$ cat src/rtl/ram_param_pkg.sv
// Shared definitions for the byte-enabled RAM with a power-up clear sweep.
package ram_param_pkg;

    // Default geometry: 32 words of 32 bits.
    localparam int DATA_W_DEF = 32;
    localparam int ADDR_W_DEF = 5;

    // CLEAR zeroes one word per cycle; READY serves read/write requests.
    typedef enum logic {
        CLEAR = 1'b0,
        READY = 1'b1
    } state_t;

endpackage : ram_param_pkg

$ cat src/rtl/ram_param_core.sv
// Storage array: one single-write-port, single-read-port lane per byte.
// Each lane has its own registered read so the lanes map onto block RAM.
// There is no reset here; the contents are zeroed only by the caller's sweep.
module ram_param_core
    import ram_param_pkg::*;
#(
    parameter int DATA_W = DATA_W_DEF,
    parameter int ADDR_W = ADDR_W_DEF
) (
    input  logic                clk,
    input  logic                wr_en,
    input  logic [DATA_W/8-1:0] wr_be,
    input  logic [ADDR_W-1:0]   wr_addr,
    input  logic [DATA_W-1:0]   wr_data,
    input  logic                rd_en,
    input  logic [ADDR_W-1:0]   rd_addr,
    output logic [DATA_W-1:0]   rd_data
);

    localparam int DEPTH = 2 ** ADDR_W;
    localparam int BE_W  = DATA_W / 8;

    for (genvar gi = 0; gi < BE_W; gi++) begin : g_lane
        logic [7:0] lane_mem [DEPTH];
        logic [7:0] lane_rd_q;

        // Byte-lane write when enabled, and a read register that holds
        // between reads.
        always_ff @(posedge clk) begin
            if (wr_en && wr_be[gi]) begin
                lane_mem[wr_addr] <= wr_data[8*gi +: 8];
            end
            if (rd_en) begin
                lane_rd_q <= lane_mem[rd_addr];
            end
        end

        assign rd_data[8*gi +: 8] = lane_rd_q;
    end

endmodule : ram_param_core

$ cat src/rtl/ram_param.sv
// Parameterised RAM with byte write enables, a one-cycle registered read,
// and a clear sweep that zeroes every word after reset or on request.
module ram_param
    import ram_param_pkg::*;
#(
    parameter int DATA_W = DATA_W_DEF,
    parameter int ADDR_W = ADDR_W_DEF
) (
    input  logic                clk,
    input  logic                rst_n,
    input  logic                ena,
    input  logic                wena,
    input  logic [DATA_W/8-1:0] be,
    input  logic [ADDR_W-1:0]   addr,
    input  logic [DATA_W-1:0]   wdata,
    input  logic                clr,
    output logic [DATA_W-1:0]   rdata,
    output logic                rvalid,
    output logic                busy
);

    localparam int BE_W = DATA_W / 8;

    state_t              state_q, state_d;
    logic [ADDR_W-1:0]   cnt_q, cnt_d;
    logic                rvalid_q, rvalid_d;
    // Set by the first read after reset. Until then the core's read register
    // holds nothing meaningful, so rdata is forced to zero.
    logic                rd_ok_q, rd_ok_d;

    logic                wr_en;
    logic [BE_W-1:0]     wr_be;
    logic [ADDR_W-1:0]   wr_addr;
    logic [DATA_W-1:0]   wr_data;
    logic                rd_en;
    logic [DATA_W-1:0]   rd_word;

    // Next state: either sweep one word or serve one request; clr wins over
    // any request made on the same edge.
    always_comb begin
        state_d  = state_q;
        cnt_d    = cnt_q;
        rvalid_d = 1'b0;
        rd_ok_d  = rd_ok_q;
        wr_en    = 1'b0;
        wr_be    = '0;
        wr_addr  = addr;
        wr_data  = wdata;
        rd_en    = 1'b0;

        unique case (state_q)
            CLEAR: begin
                wr_en   = 1'b1;
                wr_be   = '1;
                wr_addr = cnt_q;
                wr_data = '0;
                if (clr) begin
                    cnt_d = '0;
                end else begin
                    cnt_d = cnt_q + ADDR_W'(1);
                    if (cnt_q == '1) begin
                        state_d = READY;
                    end
                end
            end
            READY: begin
                if (clr) begin
                    state_d = CLEAR;
                    cnt_d   = '0;
                end else if (ena && wena) begin
                    wr_en = 1'b1;
                    wr_be = be;
                end else if (ena) begin
                    rd_en    = 1'b1;
                    rvalid_d = 1'b1;
                    rd_ok_d  = 1'b1;
                end
            end
            default: begin
                state_d = CLEAR;
                cnt_d   = '0;
            end
        endcase
    end

    // State, sweep counter and output flags; reset aborts any sweep or access.
    always_ff @(posedge clk or negedge rst_n) begin
        if (!rst_n) begin
            state_q  <= CLEAR;
            cnt_q    <= '0;
            rvalid_q <= 1'b0;
            rd_ok_q  <= 1'b0;
        end else begin
            state_q  <= state_d;
            cnt_q    <= cnt_d;
            rvalid_q <= rvalid_d;
            rd_ok_q  <= rd_ok_d;
        end
    end

    ram_param_core #(
        .DATA_W (DATA_W),
        .ADDR_W (ADDR_W)
    ) u_core (
        .clk     (clk),
        .wr_en   (wr_en),
        .wr_be   (wr_be),
        .wr_addr (wr_addr),
        .wr_data (wr_data),
        .rd_en   (rd_en),
        .rd_addr (addr),
        .rd_data (rd_word)
    );

    assign rdata  = rd_ok_q ? rd_word : '0;
    assign rvalid = rvalid_q;
    assign busy   = (state_q == CLEAR);

endmodule : ram_param

$ cat config.mk
export PLATFORM = sky130hd
export DESIGN_NAME = ram_param
export DESIGN_NICKNAME = d
export VERILOG_FILES = /design/src/rtl/ram_param_pkg.sv /design/src/rtl/ram_param_core.sv /design/src/rtl/ram_param.sv
export SDC_FILE = /design/constraint.sdc
export NUM_CORES = 1
export LEC_CHECK = 0
export ABC_AREA = 0
export BUFFER_PORTS_ARGS = -buffer_cell sky130_fd_sc_hd__clkbuf_2
export CAP_MARGIN = 30
export CELL_PAD_IN_SITES_DETAIL_PLACEMENT = 0
export CELL_PAD_IN_SITES_GLOBAL_PLACEMENT = 1
export CORE_MARGIN = 1
export CORE_UTILIZATION = 40
export DETAILED_ROUTE_END_ITERATION = 10
export PLACE_DENSITY_LB_ADDON = 0.1
export REMOVE_ABC_BUFFERS = 1
export SETUP_SLACK_MARGIN = 0.15
export SLEW_MARGIN = 30
export SYNTH_ARGS = -nofsm -noshare
export SYNTH_HDL_FRONTEND = slang
export SYNTH_SLANG_ARGS = --single-unit
$ cat constraint.sdc
create_clock -name clk -period 10 [get_ports clk]
set_input_delay 3 -clock clk [delete_from_list [all_inputs] [get_ports clk]]
set_output_delay 3 -clock clk [all_outputs]
set_load 0.02 [all_outputs]
==> report_table.html <==
<table>
<tr><th>Metric</th><th>Value</th></tr>
<tr><th colspan="2">Yosys</th></tr>
<tr><td>Count of state elements after synthesis</td><td>1064</td></tr>
<tr><td>Post-synthesis cell type with the largest combined area</td><td>sky130_fd_sc_hd__edfxtp_1</td></tr>
<tr><td>Number of enable-type register cells in the synthesized netlist</td><td>1056</td></tr>
<tr><td>Area of the mapped netlist</td><td>42300 sq um</td></tr>
<tr><td>Syn_area_per_cell</td><td>16.8 sq um</td></tr>
<tr><td>Number of distinct library cells after synthesis</td><td>40</td></tr>
<tr><td>Leading register cell type out of synthesis</td><td>sky130_fd_sc_hd__edfxtp_1</td></tr>
<tr><td>Share of Yosys cell area claimed by the top area cell type</td><td>74.9%</td></tr>
<tr><td>Area contributors post-synth</td><td>sky130_fd_sc_hd__edfxtp_1 75%, sky130_fd_sc_hd__mux2i_1 12%, sky130_fd_sc_hd__a22oi_1 1.7%</td></tr>
<tr><td>Asr flop ratio synth</td><td>0.752%</td></tr>
<tr><td>Synthesis Warnings</td><td>0</td></tr>
<tr><td>Share of the yosys chip area belonging to registers</td><td>75.4%</td></tr>
<tr><td>Gate Count Post-Synth</td><td>between 2000 and 3000</td></tr>
<tr><th colspan="2">STA</th></tr>
<tr><td>Minimum period implied by the final worst setup slack</td><td>5560 ps</td></tr>
<tr><td>Worst slew slack as a fraction of its limit</td><td>34.3%</td></tr>
<tr><td>Smallest setup slack after layout</td><td>4440 ps</td></tr>
<tr><td>Final period util</td><td>55.6%</td></tr>
<tr><td>RSZ-0062 raised after global routing</td><td>no</td></tr>
<tr><td>Summed negative setup slack over all endpoints</td><td>0 ps</td></tr>
<tr><td>Final Skew</td><td>between 20 and 25 ps</td></tr>
<tr><td>Peak Freq</td><td>approximately 180 MHz</td></tr>
<tr><td>Slew at the pin closest to its max-slew limit</td><td>982 ps</td></tr>
<tr><td>Number of pins with negative max-slew slack in the final report</td><td>0</td></tr>
<tr><td>Worst hold margin</td><td>662 ps</td></tr>
<tr><td>Hold Vio Cnt, Final</td><td>0</td></tr>
<tr><td>Final Setup Violations</td><td>0</td></tr>
<tr><th colspan="2">Routing</th></tr>
<tr><td>Wire length per cell after detailed routing</td><td>26.7 um</td></tr>
<tr><td>Sum of routed wire length over all layers</td><td>110 mm</td></tr>
<tr><td>Routed via count</td><td>~22000</td></tr>
<tr><td>Number of detailed-route iterations in the first pass</td><td>5</td></tr>
<tr><td>Post-route DRC</td><td>0</td></tr>
<tr><td>Number of design-rule violations left by the first detailed-router iteration</td><td>1804</td></tr>
<tr><td>Routed vias/inst</td><td>about 5.4</td></tr>
<tr><td>Antenna-violating nets left</td><td>0</td></tr>
<tr><th colspan="2">Worst setup path</th></tr>
<tr><td>R2R Setup Slk</td><td>6310 ps</td></tr>
<tr><td>Required time at the endpoint of the critical path</td><td>10410 ps</td></tr>
<tr><td>Reg-to-reg endpoint</td><td>u_core.g_lane[2].lane_mem[27][6]$_DFFE_PP_</td></tr>
<tr><td>Type of element capturing the critical path</td><td>register</td></tr>
<tr><td>Kind of launch point of the worst setup path</td><td>primary input</td></tr>
<tr><td>Start of the worst register-to-register path</td><td>state_q$_DFF_PN0_</td></tr>
<tr><td>Worst endpoint data arrival time</td><td>5970 ps</td></tr>
<tr><td>Largest fanout on the critical path</td><td>79</td></tr>
<tr><td>Length in cells of the worst reg-to-reg path</td><td>7</td></tr>
<tr><td>Worst Setup Path Type</td><td>in -&gt; reg</td></tr>
<tr><th colspan="2">Place</th></tr>
<tr><td>Number of I/O port buffers</td><td>79</td></tr>
<tr><td>Weighted congestion reported at the end of routability-driven placement</td><td>0.754</td></tr>
<tr><td>HPWL after detailed placement</td><td>63.8 mm</td></tr>
<tr><td>Worst setup timing slack at the placement stage</td><td>3610 ps</td></tr>
<tr><td>Cell total after placement</td><td>between 3000 and 4000</td></tr>
<tr><td>Total cell area at the placement stage</td><td>44700 sq um</td></tr>
<tr><th colspan="2">Clock tree</th></tr>
<tr><td>Number of instances resized during post-cts repair</td><td>0</td></tr>
<tr><td>Setup repair bufs after CTS</td><td>0</td></tr>
<tr><td>Hold buffer count at cts</td><td>0</td></tr>
<tr><td>Number of buffers between clock root and the deepest sink</td><td>3</td></tr>
<tr><td>Clock tree from TritonCTS</td><td>yes</td></tr>
<tr><td>TritonCTS buffer count</td><td>112</td></tr>
<tr><td>H-tree Lvls</td><td>3</td></tr>
<tr><td>Clock Latency Late Sink</td><td>about 700 ps</td></tr>
<tr><td>Clk slew on worst S/H paths</td><td>60 ps</td></tr>
<tr><td>Clock root buffer</td><td>sky130_fd_sc_hd__clkbuf_16</td></tr>
<tr><td>TritonCTS sink count</td><td>1064</td></tr>
<tr><th colspan="2">Worst hold path</th></tr>
<tr><td>Type of the worst min-delay path</td><td>reg -&gt; reg</td></tr>
<tr><td>Terminating pin of the worst hold path</td><td>cnt_q[2]$_DFFE_PN0P_</td></tr>
<tr><td>Worst hold path stage count</td><td>2</td></tr>
<tr><td>Startpoint of the tightest hold check path</td><td>cnt_q[2]$_DFFE_PN0P_</td></tr>
<tr><th colspan="2">Pwr</th></tr>
<tr><td>Largest vdd supply drop</td><td>0.152 mV</td></tr>
<tr><td>Pwr Density</td><td>around 190 nW/um^2</td></tr>
<tr><td>Post-layout total power</td><td>9.28 mW</td></tr>
<tr><td>Cell leakage power</td><td>16.7 nW</td></tr>
<tr><th colspan="2">GRT</th></tr>
<tr><td>Grt total ovfl</td><td>0</td></tr>
<tr><td>First-pass GRT wire length</td><td>159 mm</td></tr>
<tr><td>Maximum number of pins on one net before global-route repair</td><td>138</td></tr>
<tr><td>Initial antenna violation count</td><td>3</td></tr>
<tr><td>Vias in the first global route</td><td>22300</td></tr>
<tr><td>GR Util All Layers</td><td>about a fifth</td></tr>
<tr><th colspan="2">Floorplanning</th></tr>
<tr><td>Area of the die</td><td>about 110000 sq um</td></tr>
<tr><td>Total I/O pin count</td><td>80</td></tr>
<tr><td>Die width</td><td>about 330 um</td></tr>
<tr><td>Cell Rows</td><td>118</td></tr>
<tr><td>Die span in y</td><td>327 um</td></tr>
<tr><td>Core region area</td><td>104000 sq um</td></tr>
<tr><td>Initial cell density of the core</td><td>40.6%</td></tr>
<tr><th colspan="2">Run status</th></tr>
<tr><td>Outcome</td><td>finished, final reports clean</td></tr>
<tr><th colspan="2">Finish</th></tr>
<tr><td>Layout fillers</td><td>9091</td></tr>
<tr><td>Utilization after layout</td><td>46.3%</td></tr>
<tr><td>Total non-filler cell area in the finished layout</td><td>just under 50000 sq um</td></tr>
<tr><td>Layout overhead on the synthesized area</td><td>13.9%</td></tr>
<tr><td>Count of placed standard cells in the final layout, fillers left out</td><td>4126</td></tr>
<tr><td># nets final</td><td>2702</td></tr>
<tr><td>Area occupied by registers</td><td>31900 sq um</td></tr>
<tr><td>Ratio of cells with drive above 1 in the final layout</td><td>between 10% and 20%</td></tr>
<tr><td>Area occupied by multi-input gates</td><td>between 9000 and 10000 sq um</td></tr>
<tr><th colspan="2">Job</th></tr>
<tr><td>Max-cap check violation count</td><td>0</td></tr>
</table>
report_power, final:
group          internal, mW  switching [mW]
logic                 0.149           0.285
registers              4.89          0.0183
clock network          2.27            1.66
total                  7.31            1.97
layer usage:
metal	global-route usage (%)	routed length, um
met5	0	21
met4	5.54	2100
met3	3.33	5890
met2	31.9	50800
met1	29.8	51400
cells in the final DEF (no fill, tap or decap), types with 25 or more instances in the layout:
cell type | Yosys | final
sky130_fd_sc_hd__and2_1 | 65 | 60
sky130_fd_sc_hd__nand2_1 | 103 | 102
sky130_fd_sc_hd__a22o_1 | 64 | 64
sky130_fd_sc_hd__mux2i_1 | 516 | 516
sky130_fd_sc_hd__clkbuf_16 | 0 | 115
sky130_fd_sc_hd__buf_4 | 34 | 93
sky130_fd_sc_hd__nand3_1 | 100 | 100
sky130_fd_sc_hd__a22oi_1 | 96 | 96
sky130_fd_sc_hd__nor3_2 | 0 | 34
sky130_fd_sc_hd__edfxtp_1 | 1056 | 1056
sky130_fd_sc_hd__clkinv_1 | 1 | 25
sky130_fd_sc_hd__clkbuf_1 | 38 | 30
sky130_fd_sc_hd__nor2_1 | 63 | 59
sky130_fd_sc_hd__nor3_1 | 110 | 74
sky130_fd_sc_hd__a31oi_1 | 35 | 32
sky130_fd_sc_hd__clkbuf_2 | 0 | 78
sky130_fd_sc_hd__a21oi_1 | 100 | 96
cell type report:
type	count	area share, %
Antenna cell	2	0.0104
Clock buffer	145	6.20
Clock inverter	59	0.947
Inverter	4	0.0311
Multi-Input combinational cell	1292	20.4
Sequential cell	1064	66.2
Tap cell	1380	3.58
Timing Repair Buffer	180	2.63
critical path, stage by stage:
cell                      delay, ps
sky130_fd_sc_hd__buf_8          260
sky130_fd_sc_hd__buf_6          620
sky130_fd_sc_hd__buf_12         470
sky130_fd_sc_hd__buf_16         430
sky130_fd_sc_hd__mux2i_1        280
sky130_fd_sc_hd__a22o_1         230
sky130_fd_sc_hd__nor3_1          80
sky130_fd_sc_hd__a31oi_1        290
sky130_fd_sc_hd__nand3_1        110
cell usage after synthesis, types with 2 or more instances:
cell type	instances
sky130_fd_sc_hd__buf_2	74
sky130_fd_sc_hd__a22o_1	64
sky130_fd_sc_hd__nor3_1	110
sky130_fd_sc_hd__dfrtp_1	8
sky130_fd_sc_hd__or2_1	8
sky130_fd_sc_hd__clkbuf_1	38
sky130_fd_sc_hd__mux2i_1	516
sky130_fd_sc_hd__nor2_1	63
sky130_fd_sc_hd__and2_1	65
sky130_fd_sc_hd__a22oi_1	96
sky130_fd_sc_hd__nor2b_1	3
sky130_fd_sc_hd__edfxtp_1	1056
sky130_fd_sc_hd__a31oi_1	35
sky130_fd_sc_hd__a21oi_1	100
sky130_fd_sc_hd__buf_1	8
sky130_fd_sc_hd__nand3_1	100
sky130_fd_sc_hd__buf_4	34
sky130_fd_sc_hd__buf_6	7
sky130_fd_sc_hd__inv_1	2
sky130_fd_sc_hd__ha_1	2
sky130_fd_sc_hd__nand2_1	103
sky130_fd_sc_hd__or2_2	7
sky130_fd_sc_hd__mux2_2	2
sky130_fd_sc_hd__xor2_1	2
sky130_fd_sc_hd__nand2_2	2
sky130_fd_sc_hd__nand2b_1	2
registers in the layout, indices dropped and copies added (netlist names):
register	cells
state_q	1
u_core.g_lane.lane_rd_q	32
cnt_q	5
rvalid	1
u_core.g_lane.lane_mem	1024
rd_ok_q	1
how the worst max path moves through the flow:
stage	to	slack [ps]	cells past startpoint	startpoint
final	u_core.g_lane[3].lane_rd_q[2]$_DFFE_PP_	4440	9	addr[0]
after global routing	u_core.g_lane[3].lane_rd_q[2]$_DFFE_PP_	4240	9	addr[0]
after CTS	u_core.g_lane[3].lane_rd_q[2]$_DFFE_PP_	4340	9	addr[0]
after detailed placement	u_core.g_lane[3].lane_rd_q[2]$_DFFE_PP_	3610	9	addr[0]
after global placement	u_core.g_lane[3].lane_rd_q[2]$_DFFE_PP_	3500	8	addr[0]
after floorplan	u_core.g_lane[0].lane_rd_q[0]$_DFFE_PP_	1850	4	addr[2]
kinds of logic (layout without fill, tap and decap cells):
group | after synthesis | count (layout) | synth area share [%]
buffers and inverters | 165 | 388 | 2.11
XOR/XNOR | 3 | 3 | 0.0621
flip-flops | 1064 | 1064 | 75.4
AO/OA/AOI/OAI | 301 | 301 | 4.84
adder cells (fa/ha/maj) | 2 | 2 | 0.0591
AND/OR/NAND/NOR | 468 | 468 | 5.32
other | 0 | 2 | 0
multiplexers | 518 | 518 | 12.3
(Power assumes the default switching activity.)
